`src/rtl/fetch_if.sv`:
```
// Fetch stage bus: redirect/stall control, instruction memory port and IF/ID outputs.
// fetch_count exists only when FETCH_COUNT_EN is defined.
interface fetch_if;
    logic        stall;
    logic        redirect;
    logic [31:0] redirect_target;
    logic [31:0] imem_address;
    logic [31:0] imem_instruction;
    logic [31:0] if_pc;
    logic [31:0] if_pc_plus4;
    logic [31:0] if_instruction;
    logic        if_valid;
    logic        halted;
`ifdef FETCH_COUNT_EN
    logic [31:0] fetch_count;
`endif

    // master is the fetch stage; slave is the pipeline/memory side around it
    modport master (
        input  stall, redirect, redirect_target, imem_instruction,
        output imem_address, if_pc, if_pc_plus4, if_instruction, if_valid, halted
`ifdef FETCH_COUNT_EN
        , output fetch_count
`endif
    );

    modport slave (
        output stall, redirect, redirect_target, imem_instruction,
        input  imem_address, if_pc, if_pc_plus4, if_instruction, if_valid, halted
`ifdef FETCH_COUNT_EN
        , input fetch_count
`endif
    );
endinterface

```
`src/rtl/fetch_stage.sv`:
```
// Instruction fetch stage with RUN/HALT control, redirect flush and stall hold.
// Optional saturating fetch counter enabled by defining FETCH_COUNT_EN.
module fetch_stage #(
    parameter logic [31:0] RESET_PC  = 32'h0000_0000,
    parameter logic [31:0] IMEM_SIZE = 32'h0000_0800,
    parameter logic [31:0] HALT_WORD = 32'h0000_000D
) (
    input  logic     clock,
    input  logic     reset,
    fetch_if.master  bus
);
    localparam logic [31:0] PC_MASK    = (IMEM_SIZE - 32'd1) & ~32'd3;
    localparam logic [31:0] PC_AT_RESET = RESET_PC & PC_MASK;

    typedef enum logic {
        ST_RUN  = 1'b0,
        ST_HALT = 1'b1
    } state_t;

    state_t      r_state;
    logic [31:0] r_pc;
    logic [31:0] r_if_pc;
    logic [31:0] r_if_pc_plus4;
    logic [31:0] r_if_instruction;
    logic        r_if_valid;
    logic [31:0] w_pc_plus4;
    logic        w_is_halt;

    assign w_pc_plus4 = (r_pc + 32'd4) & PC_MASK;
    assign w_is_halt  = (bus.imem_instruction == HALT_WORD);

    // NOTE: sequential state uses non-blocking assignments so every register
    // samples pre-edge values regardless of statement order.
    always_ff @(posedge clock) begin
        if (reset) begin
            r_state          <= ST_RUN;
            r_pc             <= PC_AT_RESET;
            r_if_pc          <= 32'd0;
            r_if_pc_plus4    <= 32'd0;
            r_if_instruction <= 32'd0;
            r_if_valid       <= 1'b0;
        end else if (bus.redirect) begin
            r_state          <= ST_RUN;
            r_pc             <= bus.redirect_target & PC_MASK;
            r_if_pc          <= 32'd0;
            r_if_pc_plus4    <= 32'd0;
            r_if_instruction <= 32'd0;
            r_if_valid       <= 1'b0;
        end else if (!bus.stall) begin
            case (r_state)
                ST_RUN: begin
                    r_if_pc          <= r_pc;
                    r_if_pc_plus4    <= w_pc_plus4;
                    r_if_instruction <= bus.imem_instruction;
                    r_if_valid       <= 1'b1;
                    // the halting word is delivered but PC stays on it
                    if (w_is_halt) begin
                        r_state <= ST_HALT;
                    end else begin
                        r_pc <= w_pc_plus4;
                    end
                end
                ST_HALT: begin
                    r_if_valid <= 1'b0;
                end
                default: begin
                    r_state <= ST_RUN;
                end
            endcase
        end
    end

`ifdef FETCH_COUNT_EN
    logic [31:0] r_fetch_count;

    always_ff @(posedge clock) begin
        if (reset) begin
            r_fetch_count <= 32'd0;
        end else if (!bus.redirect && !bus.stall && r_state == ST_RUN
                     && r_fetch_count != 32'hFFFF_FFFF) begin
            r_fetch_count <= r_fetch_count + 32'd1;
        end
    end

    assign bus.fetch_count = r_fetch_count;
`endif

    assign bus.imem_address   = r_pc;
    assign bus.if_pc          = r_if_pc;
    assign bus.if_pc_plus4    = r_if_pc_plus4;
    assign bus.if_instruction = r_if_instruction;
    assign bus.if_valid       = r_if_valid;
    assign bus.halted         = (r_state == ST_HALT);
endmodule

```
`src/flat_wrapper.sv`:
```
// flat-port wrapper written by rule: the top's interface ports become plain ports
module fetch_stage_flat 
#(
    parameter logic [31:0] RESET_PC  = 32'h0000_0000,
    parameter logic [31:0] IMEM_SIZE = 32'h0000_0800,
    parameter logic [31:0] HALT_WORD = 32'h0000_000D
)
  (clock, reset, bus_stall, bus_redirect, bus_redirect_target, bus_imem_instruction, bus_imem_address, bus_if_pc, bus_if_pc_plus4, bus_if_instruction, bus_if_valid, bus_halted);
  fetch_if bus_i ();
  input  logic clock;
  input  logic reset;
  input wire logic [$bits(bus_i.stall)-1:0] bus_stall;
  input wire logic [$bits(bus_i.redirect)-1:0] bus_redirect;
  input wire logic [$bits(bus_i.redirect_target)-1:0] bus_redirect_target;
  input wire logic [$bits(bus_i.imem_instruction)-1:0] bus_imem_instruction;
  output wire logic [$bits(bus_i.imem_address)-1:0] bus_imem_address;
  output wire logic [$bits(bus_i.if_pc)-1:0] bus_if_pc;
  output wire logic [$bits(bus_i.if_pc_plus4)-1:0] bus_if_pc_plus4;
  output wire logic [$bits(bus_i.if_instruction)-1:0] bus_if_instruction;
  output wire logic [$bits(bus_i.if_valid)-1:0] bus_if_valid;
  output wire logic [$bits(bus_i.halted)-1:0] bus_halted;
  assign bus_i.stall = bus_stall;
  assign bus_i.redirect = bus_redirect;
  assign bus_i.redirect_target = bus_redirect_target;
  assign bus_i.imem_instruction = bus_imem_instruction;
  assign bus_imem_address = bus_i.imem_address;
  assign bus_if_pc = bus_i.if_pc;
  assign bus_if_pc_plus4 = bus_i.if_pc_plus4;
  assign bus_if_instruction = bus_i.if_instruction;
  assign bus_if_valid = bus_i.if_valid;
  assign bus_halted = bus_i.halted;
  fetch_stage #(.RESET_PC(RESET_PC), .IMEM_SIZE(IMEM_SIZE), .HALT_WORD(HALT_WORD)) u_core (.clock(clock), .reset(reset), .bus(bus_i));
endmodule
```
`config.mk`:
```
export PLATFORM = sky130hd
export DESIGN_NAME = fetch_stage_flat
export DESIGN_NICKNAME = d
export VERILOG_FILES = /design/src/rtl/fetch_if.sv /design/src/rtl/fetch_stage.sv /design/src/flat_wrapper.sv
export SDC_FILE = /design/constraint.sdc
export NUM_CORES = 1
export LEC_CHECK = 0
export ABC_AREA = 1
export CORE_ASPECT_RATIO = 0.8
export CORE_MARGIN = 5
export CORE_UTILIZATION = 28
export CTS_CLUSTER_DIAMETER = 50
export DETAILED_ROUTE_END_ITERATION = 8
export SYNTH_ARGS = -nofsm -noshare
export SYNTH_HDL_FRONTEND = slang
export SYNTH_SLANG_ARGS = --single-unit
```
`constraint.sdc`:
```
create_clock -name clock -period 1.5 [get_ports clock]
set_input_delay 0.45 -clock clock [delete_from_list [all_inputs] [get_ports clock]]
set_output_delay 0.45 -clock clock [all_outputs]
set_load 0.005 [all_outputs]
```
After elaboration in Yosys (flattened, before gate mapping)
Index checks and enable logic that the tools add are counted.
{"block": "classes", "add_sub_neg": 1, "mul": 0, "n_div": 0, "n_lt_le_gt_ge": 0, "n_eq_ne": 4, "shift": 0, "n_mux": 7, "n_bitwise": 2, "n_reduce_logical": 3}
{"operator": "11-bit 2-to-1 mux", "n": 4}
{"operator": "32-bit by 4-bit == test with 1-bit output, second input constant", "n": 1}
{"operator": "11-bit by 3-bit adder with 11-bit output, second input constant", "n": 1}
{"operator": "2-bit inequality test, second input constant", "n": 2}
{"operator": "3-bit AND reduction", "n": 1}
{"operator": "1-bit 2-to-1 mux", "n": 2}
{"operator": "2-bit by 1-bit inequality test with 1-bit output, second input constant", "n": 1}
{"operator": "1-bit NOT", "n": 2}
{"operator": "1-bit one-hot mux with 2 select lines", "n": 1}
{"operator": "2-bit AND reduction", "n": 1}
{"operator": "2-bit OR reduction", "n": 1}
{"block": "totals", "regBits": 61, "latch_bits": 0, "ramBits": 0, "romBits": 0, "input_bits": 68, "out_inout_bits": 130, "word_cells": 23, "mem_count": 0}

Longest topological paths before layout
{"block": "depth", "ltp_word": 5, "ltp_mapped": 10}

Least setup slack after synthesis
Ideal clock, no wire load.
{"block": "synth_path", "path_type": "register to register", "startpoint": "register u_core.r_pc[2] (netlist: u_core.bus.imem_address[2])", "endpoint": "register u_core.r_pc[10] (netlist: u_core.bus.imem_address[10])", "setup_time_ns": 0.116, "t_arrival_ns": 1.206, "path_slack_ns": 0.178, "stages_incl_launch_ff": 11, "n_path_buf": 0, "period_less_slack_ns": 1.322, "path_cell_list": "dfxtp_1 > ha_1 > nand2_1 > inv_1 > nand2_1 > nor2_1 > nand2_1 > nand3_1 > nand2_1 > nand2_1 > a21oi_2"}
{"block": "synth_between", "elab_chain_cells": 5}
{"element": "start: declaration", "line": "fetch_stage.sv:21", "text": "logic [31:0] r_pc;"}
{"element": "start signal: assignment", "line": "fetch_stage.sv:44", "text": "r_pc <= bus.redirect_target & PC_MASK;"}
{"element": "start signal: assignment", "line": "fetch_stage.sv:60", "text": "r_pc <= w_pc_plus4;"}
{"element": "11-bit by 3-bit adder with 11-bit output", "line": "fetch_stage.sv:29", "text": "assign w_pc_plus4 = (r_pc + 32'd4) & PC_MASK;"}
{"element": "11-bit 2-to-1 mux", "line": "fetch_stage.sv:57", "text": "if (w_is_halt) begin"}
{"element": "11-bit 2-to-1 mux", "line": "fetch_stage.sv:50", "text": "case (r_state)"}
{"element": "11-bit 2-to-1 mux", "line": "fetch_stage.sv:49", "text": "end else if (!bus.stall) begin"}
{"element": "11-bit 2-to-1 mux", "line": "fetch_stage.sv:42", "text": "end else if (bus.redirect) begin"}
No other way between the ends. The select of a mux whose other input is x is not followed.
A chain may end at the register's enable or synchronous reset.

Worst setup path after layout
{"block": "layout_path", "startpoint": "input port bus_redirect", "endpoint": "register u_core.r_pc[4] (netlist: u_core.bus.imem_address[4])"}
{"block": "layout_between", "elab_chain_cells": 2, "elab_cells_between_ends": 5, "classes_between": "eq/ne (3); mux (1); reduce/logical (1)"}
{"element": "start: declaration", "line": "flat_wrapper.sv:13", "text": "input wire logic [$bits(bus_i.redirect)-1:0] bus_redirect;"}
{"element": "2-bit inequality test (no line) or 2-bit by 1-bit inequality test with 1-bit output (tied branches)"}
{"element": "3-bit AND reduction (no line)"}
Parallel ways exist; a longest one is shown, timed or not.

==> impl_metrics.env <==
export IMPL_status="finished clean"
export IMPL_pwr_density_cell_mw_per_mm2=954.6
export IMPL_buffer_ports_inserted=105
export IMPL_leakage_uw=0.002727
export IMPL_syn_cell_area_mm2=0.003075
export IMPL_clockBufferDepth=2
export IMPL_post_drt_wl_per_cell_um=13.07
export IMPL_yosysWarnings=0
export IMPL_detail_route_antenna_nets=0
export IMPL_worst_path_max_fanout=6
export IMPL_yosysTopAreaCellShare_pct=39.71
export IMPL_postSynthRegisterBits=61
export IMPL_drt_vias_per_instance=4.147
export IMPL_clk_root_buffer_cell="sky130_fd_sc_hd__clkbuf_16"
export IMPL_route_final_wire_length_um=9870
export IMPL_globalRouteOverflowTotal=0
export IMPL_fp_dieW_um=127.2
export IMPL_pin_count_of_the_biggest_net_entering_global_routing=31
export IMPL_placeableCoreArea_mm2=0.01081
export IMPL_antenna_found_initial=0
export IMPL_timing_critical_path_from_type="input pin"
export IMPL_global_route_wire_length_before_repair_um=15470
export IMPL_synth_yosys_seq_area_share_pct=39.71
export IMPL_design_final_nets=675
export IMPL_synthDistinctLibCells=27
export IMPL_path_class="input pin to register"
export IMPL_crit_path_end_kind="register"
export IMPL_final_hold_violation_count=0
export IMPL_timing_critical_path_arrival_ps=1700
export IMPL_clkLatencyLatePin_ps=330
export IMPL_die_h_um=103.7
export IMPL_gpl_congestion=0.8153
export IMPL_finClkSkew_ps=4.551
export IMPL_detailed_router_iteration_count_before_antenna_repair=4
export IMPL_syn_avg_cell_area_um2=7.323
export IMPL_dr_total_vias=3131
export IMPL_timing_hold_worst_class="input pin to register"
export IMPL_critPathRequiredTime_ps=1760
export IMPL_globalRouteTotalUtil_pct=14.57
export IMPL_first_global_vias=3099
export IMPL_synthTopCellsByArea="sky130_fd_sc_hd__dfxtp_1 40%, sky130_fd_sc_hd__buf_4 17%, sky130_fd_sc_hd__nand2_1 7.4%"
export IMPL_synth_largest_area_cell="sky130_fd_sc_hd__dfxtp_1"
export IMPL_drt_iter0_drc=180
export IMPL_ctsHtreeMaxLevel=3
export IMPL_clkTransAtPathRegs_ps=50
export IMPL_cts_made_buffers=9
export IMPL_layout_area_overhead_vs_synth_pct=66.07
export IMPL_placement_rows=34
export IMPL_design_portCount=198
export IMPL_start_util_pct=28.46
export IMPL_vdd_ir_drop_max_mv=0.4681
export IMPL_total_of_hold_buffers_inserted_after_clock_tree_synthesis=0
export IMPL_achievable_frequency_mhz=695.0
export IMPL_estimated_wirelength_of_the_detail_placed_design_um=6850
export IMPL_finalSetupViolCount=0
export IMPL_ratio_of_cells_with_drive_above_1_in_the_final_layout_pct=25.53
export IMPL_period_minus_slack_ps=1439
export IMPL_drt_drc_violations_left=0
export IMPL_setup_tns_final_ps=0
export IMPL_die_area_mm2=0.01319
export IMPL_utilization_pct=47.27
export IMPL_timing_final_crit_share_pct=95.92
export IMPL_tritoncts_clock_tree="done"
export IMPL_cap_viol_max_count=0
export IMPL_antennaDiodeCount=0
export IMPL_postSynthCellCount=420
export IMPL_timing_max_transition_violations_final=0
export IMPL_clkSinkCount=61
[cell usage in the layout (no fill, tap or decap), drive strengths merged, types with 3 or more instances in the layout]
master,instances
xor2,4
dlymetal6s2s,8
nand2,66
dlygate4sd2,85
clkbuf,12
clkdlybuf4s50,12
conb,69
buf,86
dfxtp,61
o21ai,49
nand3,13
bufinv,3
nor2,54
inv,39
a21oi,42
[metrics by stage]
step | power [uW] | instance area (um2) | setup WS (ps) | instances | hold slack (ps)
after floorplan | 2163 | 3331 | 178.3 | 488 | 452.7
after global placement | 2439 | 4317 | -557.8 | 693 | 448.7
after detailed placement | 2446 | 4317 | -570.4 | 693 | 456.3
after CTS | 4882 | 4917 | 0.1097 | 752 | 461.1
after global routing | 5098 | 5107 | -2.923 | 755 | 412.6
final | 4876 | 5107 | 61.22 | 755 | 403.5
[registers in the layout, summed over array words and instances, names as in the netlist]
register	cells
u_core.bus.if_instruction	32
u_core.bus.imem_address	9
u_core.bus.if_valid	1
u_core.bus.halted	1
u_core.bus.if_pc	9
u_core.bus.if_pc_plus4	9
[Yosys cell counts, drive strengths merged]
master and count:
o211ai 2, o21ai 49, nand3 13, clkinv 1, a21oi 42, and2 1
clkbuf 5, ha 1, xor2 4, conb 1, nand4 1, buf 81
o21bai 1, inv 39, dfxtp 61, nor2 54, nand2 64
[worst paths after layout]
path                                      startpoint                                   endpoint  slack (ps)  cells after the start
max                                     bus_redirect    u_core.bus.imem_address[4]$_SDFFE_PP0P_          60                      6
min                          bus_imem_instruction[7]  u_core.bus.if_instruction[7]$_SDFFE_PP0P_         400                      3
max reg2reg  u_core.bus.imem_address[3]$_SDFFE_PP0P_    u_core.bus.imem_address[8]$_SDFFE_PP0P_         100                      9
min reg2reg         u_core.bus.if_valid$_SDFFE_PP0N_           u_core.bus.if_valid$_SDFFE_PP0N_         460                      2
[cell type report]
class / count / area, um2
flip-flops and latches: 61 / 1242
well taps: 144 / 180.2
fillers: 1076 / 5698
multi-input cells: 303 / 1540
clock inverters: 4 / 95.09
repair buffers: 191 / 1648
clock buffers: 12 / 246.5
inverters: 40 / 155.1
[power breakdown]
group | switching [uW] | internal, uW
Sequential | 46.9 | 1690
Combinational | 370 | 385
Clock | 717 | 1660
[worst max-delay path, stage by stage]
cell and delay [ps]:
sky130_fd_sc_hd__clkdlybuf4s50_1 460, sky130_fd_sc_hd__buf_4 180, sky130_fd_sc_hd__buf_4 140, sky130_fd_sc_hd__o21ai_0 250
sky130_fd_sc_hd__nand2_2 90, sky130_fd_sc_hd__a21oi_2 120
[routing by layer]
| metal | GRT usage [%] | wire, um | vias to the layer above |
|---|---|---|---|
| met3 | 6.379 | 879 | 20 |
| met1 | 17.66 | 4082 | 1419 |
| met4 | 4.900 | 199 | 0 |
| met2 | 23.04 | 4709 | 129 |
| li1 | - | - | 1563 |
| met5 | 0 | 0 | - |
[kinds of logic after synthesis]
| family | count (synthesis) | synth area share [%] |
|---|---|---|
| buffers and inverters | 126 | 24.49 |
| XOR/XNOR | 4 | 1.139 |
| flip-flops | 61 | 39.71 |
| adder cells (fa/ha/maj) | 1 | 0.4068 |
| AO/OA/AOI/OAI | 94 | 15.91 |
| other | 1 | 0.1219 |
| AND/OR/NAND/NOR | 133 | 18.23 |
[repair_timing]
item,in CTS,in global routing
pin swaps,24,18
hold endpoints to repair,0,0
gates cloned,2,0
resized for setup,107,49
setup buffers,42,3
endpoints found under the setup margin,71,10
Power figures use the tool's default switching activity.
